==> src/rtl/fp_mul_arbiter.sv <==
// Round-robin arbiter sharing one pipelined fp_mul between two requesters.
// Result ownership is tracked by a tag pipeline that advances with the multiplier.
module fp_mul_arbiter #(
  parameter int FLT_DATA_WIDTH = 32,
  parameter int MUL_LATENCY    = 11
) (
  input  logic                      clk,
  input  logic                      rst,
  input  logic                      clk_en,
  input  logic                      req0_valid,
  input  logic [FLT_DATA_WIDTH-1:0] req0_a,
  input  logic [FLT_DATA_WIDTH-1:0] req0_b,
  input  logic                      req1_valid,
  input  logic [FLT_DATA_WIDTH-1:0] req1_a,
  input  logic [FLT_DATA_WIDTH-1:0] req1_b,
  output logic                      req0_ready,
  output logic                      req1_ready,
  output logic                      res0_valid,
  output logic [FLT_DATA_WIDTH-1:0] res0_data,
  output logic                      res1_valid,
  output logic [FLT_DATA_WIDTH-1:0] res1_data,
  output logic [FLT_DATA_WIDTH-1:0] mul_dataa,
  output logic [FLT_DATA_WIDTH-1:0] mul_datab,
  output logic                      mul_clk_en,
  output logic                      mul_aclr,
  input  logic [FLT_DATA_WIDTH-1:0] mul_result,
  output logic                      busy
);

  // The product is valid after the MUL_LATENCY-th enabled edge past capture
  // and is registered on the following one, hence the extra tag slot.
  localparam int TAG_DEPTH = MUL_LATENCY + 1;

  logic                      last_grant_q, last_grant_d;
  logic [TAG_DEPTH-1:0]      tag_vld_q, tag_vld_d;
  logic [TAG_DEPTH-1:0]      tag_id_q, tag_id_d;
  logic                      res0_valid_q, res0_valid_d;
  logic                      res1_valid_q, res1_valid_d;
  logic [FLT_DATA_WIDTH-1:0] res0_data_q, res0_data_d;
  logic [FLT_DATA_WIDTH-1:0] res1_data_q, res1_data_d;
  logic                      gnt0, gnt1, issue;

  assign mul_clk_en = clk_en;
  assign mul_aclr   = rst;

  always_comb begin
    gnt0 = 1'b0;
    gnt1 = 1'b0;
    if (clk_en && !rst) begin
      if (req0_valid && req1_valid) begin
        gnt0 = last_grant_q;
        gnt1 = ~last_grant_q;
      end else begin
        gnt0 = req0_valid;
        gnt1 = req1_valid;
      end
    end
  end

  assign issue      = gnt0 | gnt1;
  assign req0_ready = gnt0;
  assign req1_ready = gnt1;
  assign mul_dataa  = gnt0 ? req0_a : (gnt1 ? req1_a : '0);
  assign mul_datab  = gnt0 ? req0_b : (gnt1 ? req1_b : '0);

  always_comb begin
    last_grant_d = last_grant_q;
    tag_vld_d    = tag_vld_q;
    tag_id_d     = tag_id_q;
    res0_valid_d = res0_valid_q;
    res1_valid_d = res1_valid_q;
    res0_data_d  = res0_data_q;
    res1_data_d  = res1_data_q;
    if (clk_en) begin
      if (issue) last_grant_d = gnt1;
      tag_vld_d    = {tag_vld_q[TAG_DEPTH-2:0], issue};
      tag_id_d     = {tag_id_q[TAG_DEPTH-2:0], gnt1};
      res0_valid_d = tag_vld_q[TAG_DEPTH-1] & ~tag_id_q[TAG_DEPTH-1];
      res1_valid_d = tag_vld_q[TAG_DEPTH-1] &  tag_id_q[TAG_DEPTH-1];
      if (res0_valid_d) res0_data_d = mul_result;
      if (res1_valid_d) res1_data_d = mul_result;
    end
  end

  always_ff @(posedge clk) begin
    if (rst) begin
      last_grant_q <= 1'b1;
      tag_vld_q    <= '0;
      tag_id_q     <= '0;
      res0_valid_q <= 1'b0;
      res1_valid_q <= 1'b0;
      res0_data_q  <= '0;
      res1_data_q  <= '0;
    end else begin
      last_grant_q <= last_grant_d;
      tag_vld_q    <= tag_vld_d;
      tag_id_q     <= tag_id_d;
      res0_valid_q <= res0_valid_d;
      res1_valid_q <= res1_valid_d;
      res0_data_q  <= res0_data_d;
      res1_data_q  <= res1_data_d;
    end
  end

  assign res0_valid = res0_valid_q;
  assign res1_valid = res1_valid_q;
  assign res0_data  = res0_data_q;
  assign res1_data  = res1_data_q;
  assign busy       = (|tag_vld_q) | res0_valid_q | res1_valid_q;

endmodule

==> config.mk <==
export PLATFORM = sky130hd
export DESIGN_NAME = fp_mul_arbiter
export DESIGN_NICKNAME = d
export VERILOG_FILES = /design/src/rtl/fp_mul_arbiter.sv
export SDC_FILE = /design/constraint.sdc
export NUM_CORES = 1
export LEC_CHECK = 0
export CAP_MARGIN = 20
export CORE_AREA = 5 5 113 115
export DETAILED_ROUTE_END_ITERATION = 6
export DIE_AREA = 0 0 118 120
export DONT_BUFFER_PORTS = 1
export SLEW_MARGIN = 20
export SYNTH_ARGS = -nofsm -noshare
export SYNTH_HDL_FRONTEND = slang
export SYNTH_SLANG_ARGS = --single-unit
==> constraint.sdc <==
create_clock -name clk -period 1.2 [get_ports clk]
set_input_delay 0.18 -clock clk [delete_from_list [all_inputs] [get_ports clk]]
set_output_delay 0.18 -clock clk [all_outputs]
set_load 0.03 [all_outputs]
==> metrics <==
status=finished with violations; failing checks=hold timing, setup timing; Avg WL per Cell=between 20 and 25 um; WP data required=1020 ps; crit-path max FO=14; Placer Congestion=1.06; Hold EP=tag_vld_q[4]; Setup Skew=around 8.5 ps; Final Cycle Share=1.40; post-DP HPWL=between 10,000 and 15,000 um; Psw=1.56 mW; Worst-Margin Slew=327 ps; First-pass DRT Iterations=4; Clk Latency, worst-skew pair=340 ps; Seq cells post-synth=91; Final setup viols=67; most frequent cells in the layout=nand2_1 (128), dfxtp_1 (77), buf_4 (74), a21oi_1 (67), a22o_4 (47); Min-Delay Path Class=input pin to register; fin crit period=1680 ps; global route overflow=0; Nets=688; Worst Min Path Start=rst; vias in the first global route=between 3,000 and 4,000; R2R cell count=3; post-route DRC violation count=0; Post-CTS Hold Buffers=15; initial antenna violation count=2; crit path DAT=around 1500 ps; mux share of post-synthesis cell area=0.0566; Via Count=3,689; Adder-Cell Fraction of Synth Area=0; max-cap violation count=0; VDD IR max=0.000934 V; Hold Slack=-91.1 ps; synth unique cells=23; Leak Pwr=2.36 nW; Post-DRT Antenna Nets=0; Avg Inst Size Synth=8.45 um^2; Synth Area in XOR/XNOR=0; max frequency=596 MHz; Cell Int Power=5.33 mW; Slew Limit Fails=0; Non-Filler Instances=677; P&R area growth vs syn=43.1%; starting density of the core=0.332; Worst Hold Path Cells=1; Num CTS Buffers=9; drt first-iter violations=roughly 180; sequential area share after synthesis=0.468; via density per instance=about 5.4; main combinational cell family by area after synthesis=compound AO/OA/AOI/OAI gates; worst r2r src=tag_vld_q[2]; crit end category=output pin; Sw Ratio=0.226; CTS Sinks=91; RR Endpoint=tag_vld_q[3]; final WL=16,800 um; Setup crit start=last_grant_q; Compound-Gate Fraction of Synth Area=0.236; Ports=300; first-pass GRT wire length=24,400 um; Row Count=40; root buf cell=clkbuf_16; commonest non-fill, non-tap cell in the layout=nand2_1; Gate power share=0.087; H-tree lvl count=3; post-synthesis simple-gate area fraction=0.175; slowest cell on the critical path=dfxtp_2; Die ar.=0.0142 mm^2; CTS clk-pin slew, worst paths=70 ps; core area=between 0.01 and 0.015 mm^2; synth warn=0; slowest stage delay, CP=340 ps; normalized max-slew margin=0.781; R2R setup slack=30 ps; Synth Instances=between 400 and 500; Final Total Pwr=6.90 mW; final worst setup slack=-477 ps; Top cell by count, worst path=buf_12; syn_nets=626; CTS tree=yes; critical path class=register to output pin; Fin. Hold Viols=82; Pwr Density=1240 mW/mm^2; Syn Std Cell Area=just under 0.004 mm^2; proportion of layout cells with a drive suffix above 1=0.360; clk buf depth=2; Seq pwr share=0.441; RSZ-0062 raised after global routing=yes; Die Wd=118 um; Clock power frac=0.472; Worst setup SP type=register; GRT Total Usage=0.225; CP cell instances=nand2b_4 > and3_4 > buf_12 > a22o_4 > buf_12; largest net degree at the start of global routing=94; die height=120 um; DP Cell Count=645; count of input and output buffers=0
[synthesized netlist by cell type, drive strengths merged]
cell type / number / area, um^2
nand4: 1 / 6.26
a22o: 64 / 561
or2: 1 / 6.26
a21o: 1 / 7.51
nand3: 1 / 5.00
buf: 26 / 184
and3b: 1 / 8.76
nand3b: 1 / 7.51
a31oi: 1 / 6.26
and3: 3 / 23.8
nor2b: 1 / 6.26
mux2i: 22 / 220
clkbuf: 18 / 67.6
nand2b: 3 / 18.8
a211oi: 1 / 7.51
nand2: 129 / 484
nor2: 26 / 97.6
dfxtp: 91 / 1820
a21oi: 67 / 335
nor4: 3 / 18.8
[metrics by stage]
stage          worst slack [ps]  hold WS (ps)  instance area [um^2]  TNS (ps)   util
6_report                   -477         -91.1                  5570    -29560  0.476
5_1_grt                    -530          -100                  5570    -33570  0.476
4_1_cts                    -492          -107                  5530    -29160  0.472
3_5_place_dp               -131           256                  4750     -6330  0.406
3_3_place_gp               -113           253                  4750     -4960  0.406
2_1_floorplan              -132           316                  4130     -6940      -
[cell families after synthesis]
kind of cell / Yosys count
AO/OA/AOI/OAI: 134
flip-flops: 91
buffers and inverters: 44
multiplexers: 22
AND/OR/NAND/NOR: 170
[power groups by stage]
| stage | Combinational [mW] | Sequential [mW] | Clock, mW |
|---|---|---|---|
| 2_1_floorplan | 0.546 | 3.11 | 0 |
| 3_3_place_gp | 0.512 | 3.11 | 0 |
| 3_5_place_dp | 0.525 | 3.11 | 0 |
| 4_1_cts | 0.586 | 3.04 | 3.32 |
| 5_1_grt | 0.623 | 3.04 | 3.45 |
| 6_report | 0.601 | 3.04 | 3.25 |
[timing repair]
item                                   4_1_cts  5_1_grt
endpoints found under the hold margin       90       82
buffers inserted                             4        0
pin swaps                                   21       15
resized for setup                           35       18
setup endpoints to repair                   67       88
gates cloned                                 1        1
[layout make-up]
type / instances / area, um^2
flip-flops and latches: 91 / 1840
fillers: 1117 / 6140
diodes: 2 / 5.00
clock buffers: 9 / 225
well taps: 147 / 184
repair buffers: 95 / 891
multi-input cells: 326 / 2300
clock inverters: 7 / 125
[worst max-delay path, delay by kind of cell, from the launching register on]
kind / cells / cell delay [ps]
flops: 1 / 340
simple gates: 2 / 310
buf+inv: 2 / 290
compound gates: 1 / 230
[routing by layer]
metal / share of wire / global-route usage / routed length, um
met4: 0.035 / 0.0860 / 597
met3: 0.088 / 0.0905 / 1490
met1: 0.34 / 0.222 / 5740
met5: 0 / 0 / 0
met2: 0.54 / 0.420 / 9020
[state kept, by name (all words and copies together) (netlist names)]
register and cells:
tag_vld_q 12, res1_data 32, res0_data 32, res0_valid 1, tag_id_q 12, last_grant_q 1, res1_valid 1
[how the worst max path moves through the flow]
stage                               end  slack, ps  cells after the start
after floorplan           mul_dataa[15]       -130                      6
after global placement    mul_datab[24]       -110                      5
after detailed placement  mul_datab[24]       -130                      5
after CTS                 mul_datab[24]       -490                      5
after global routing      mul_datab[24]       -530                      5
final                     mul_datab[24]       -480                      5
Note: power is estimated with default switching activity, not from simulation.
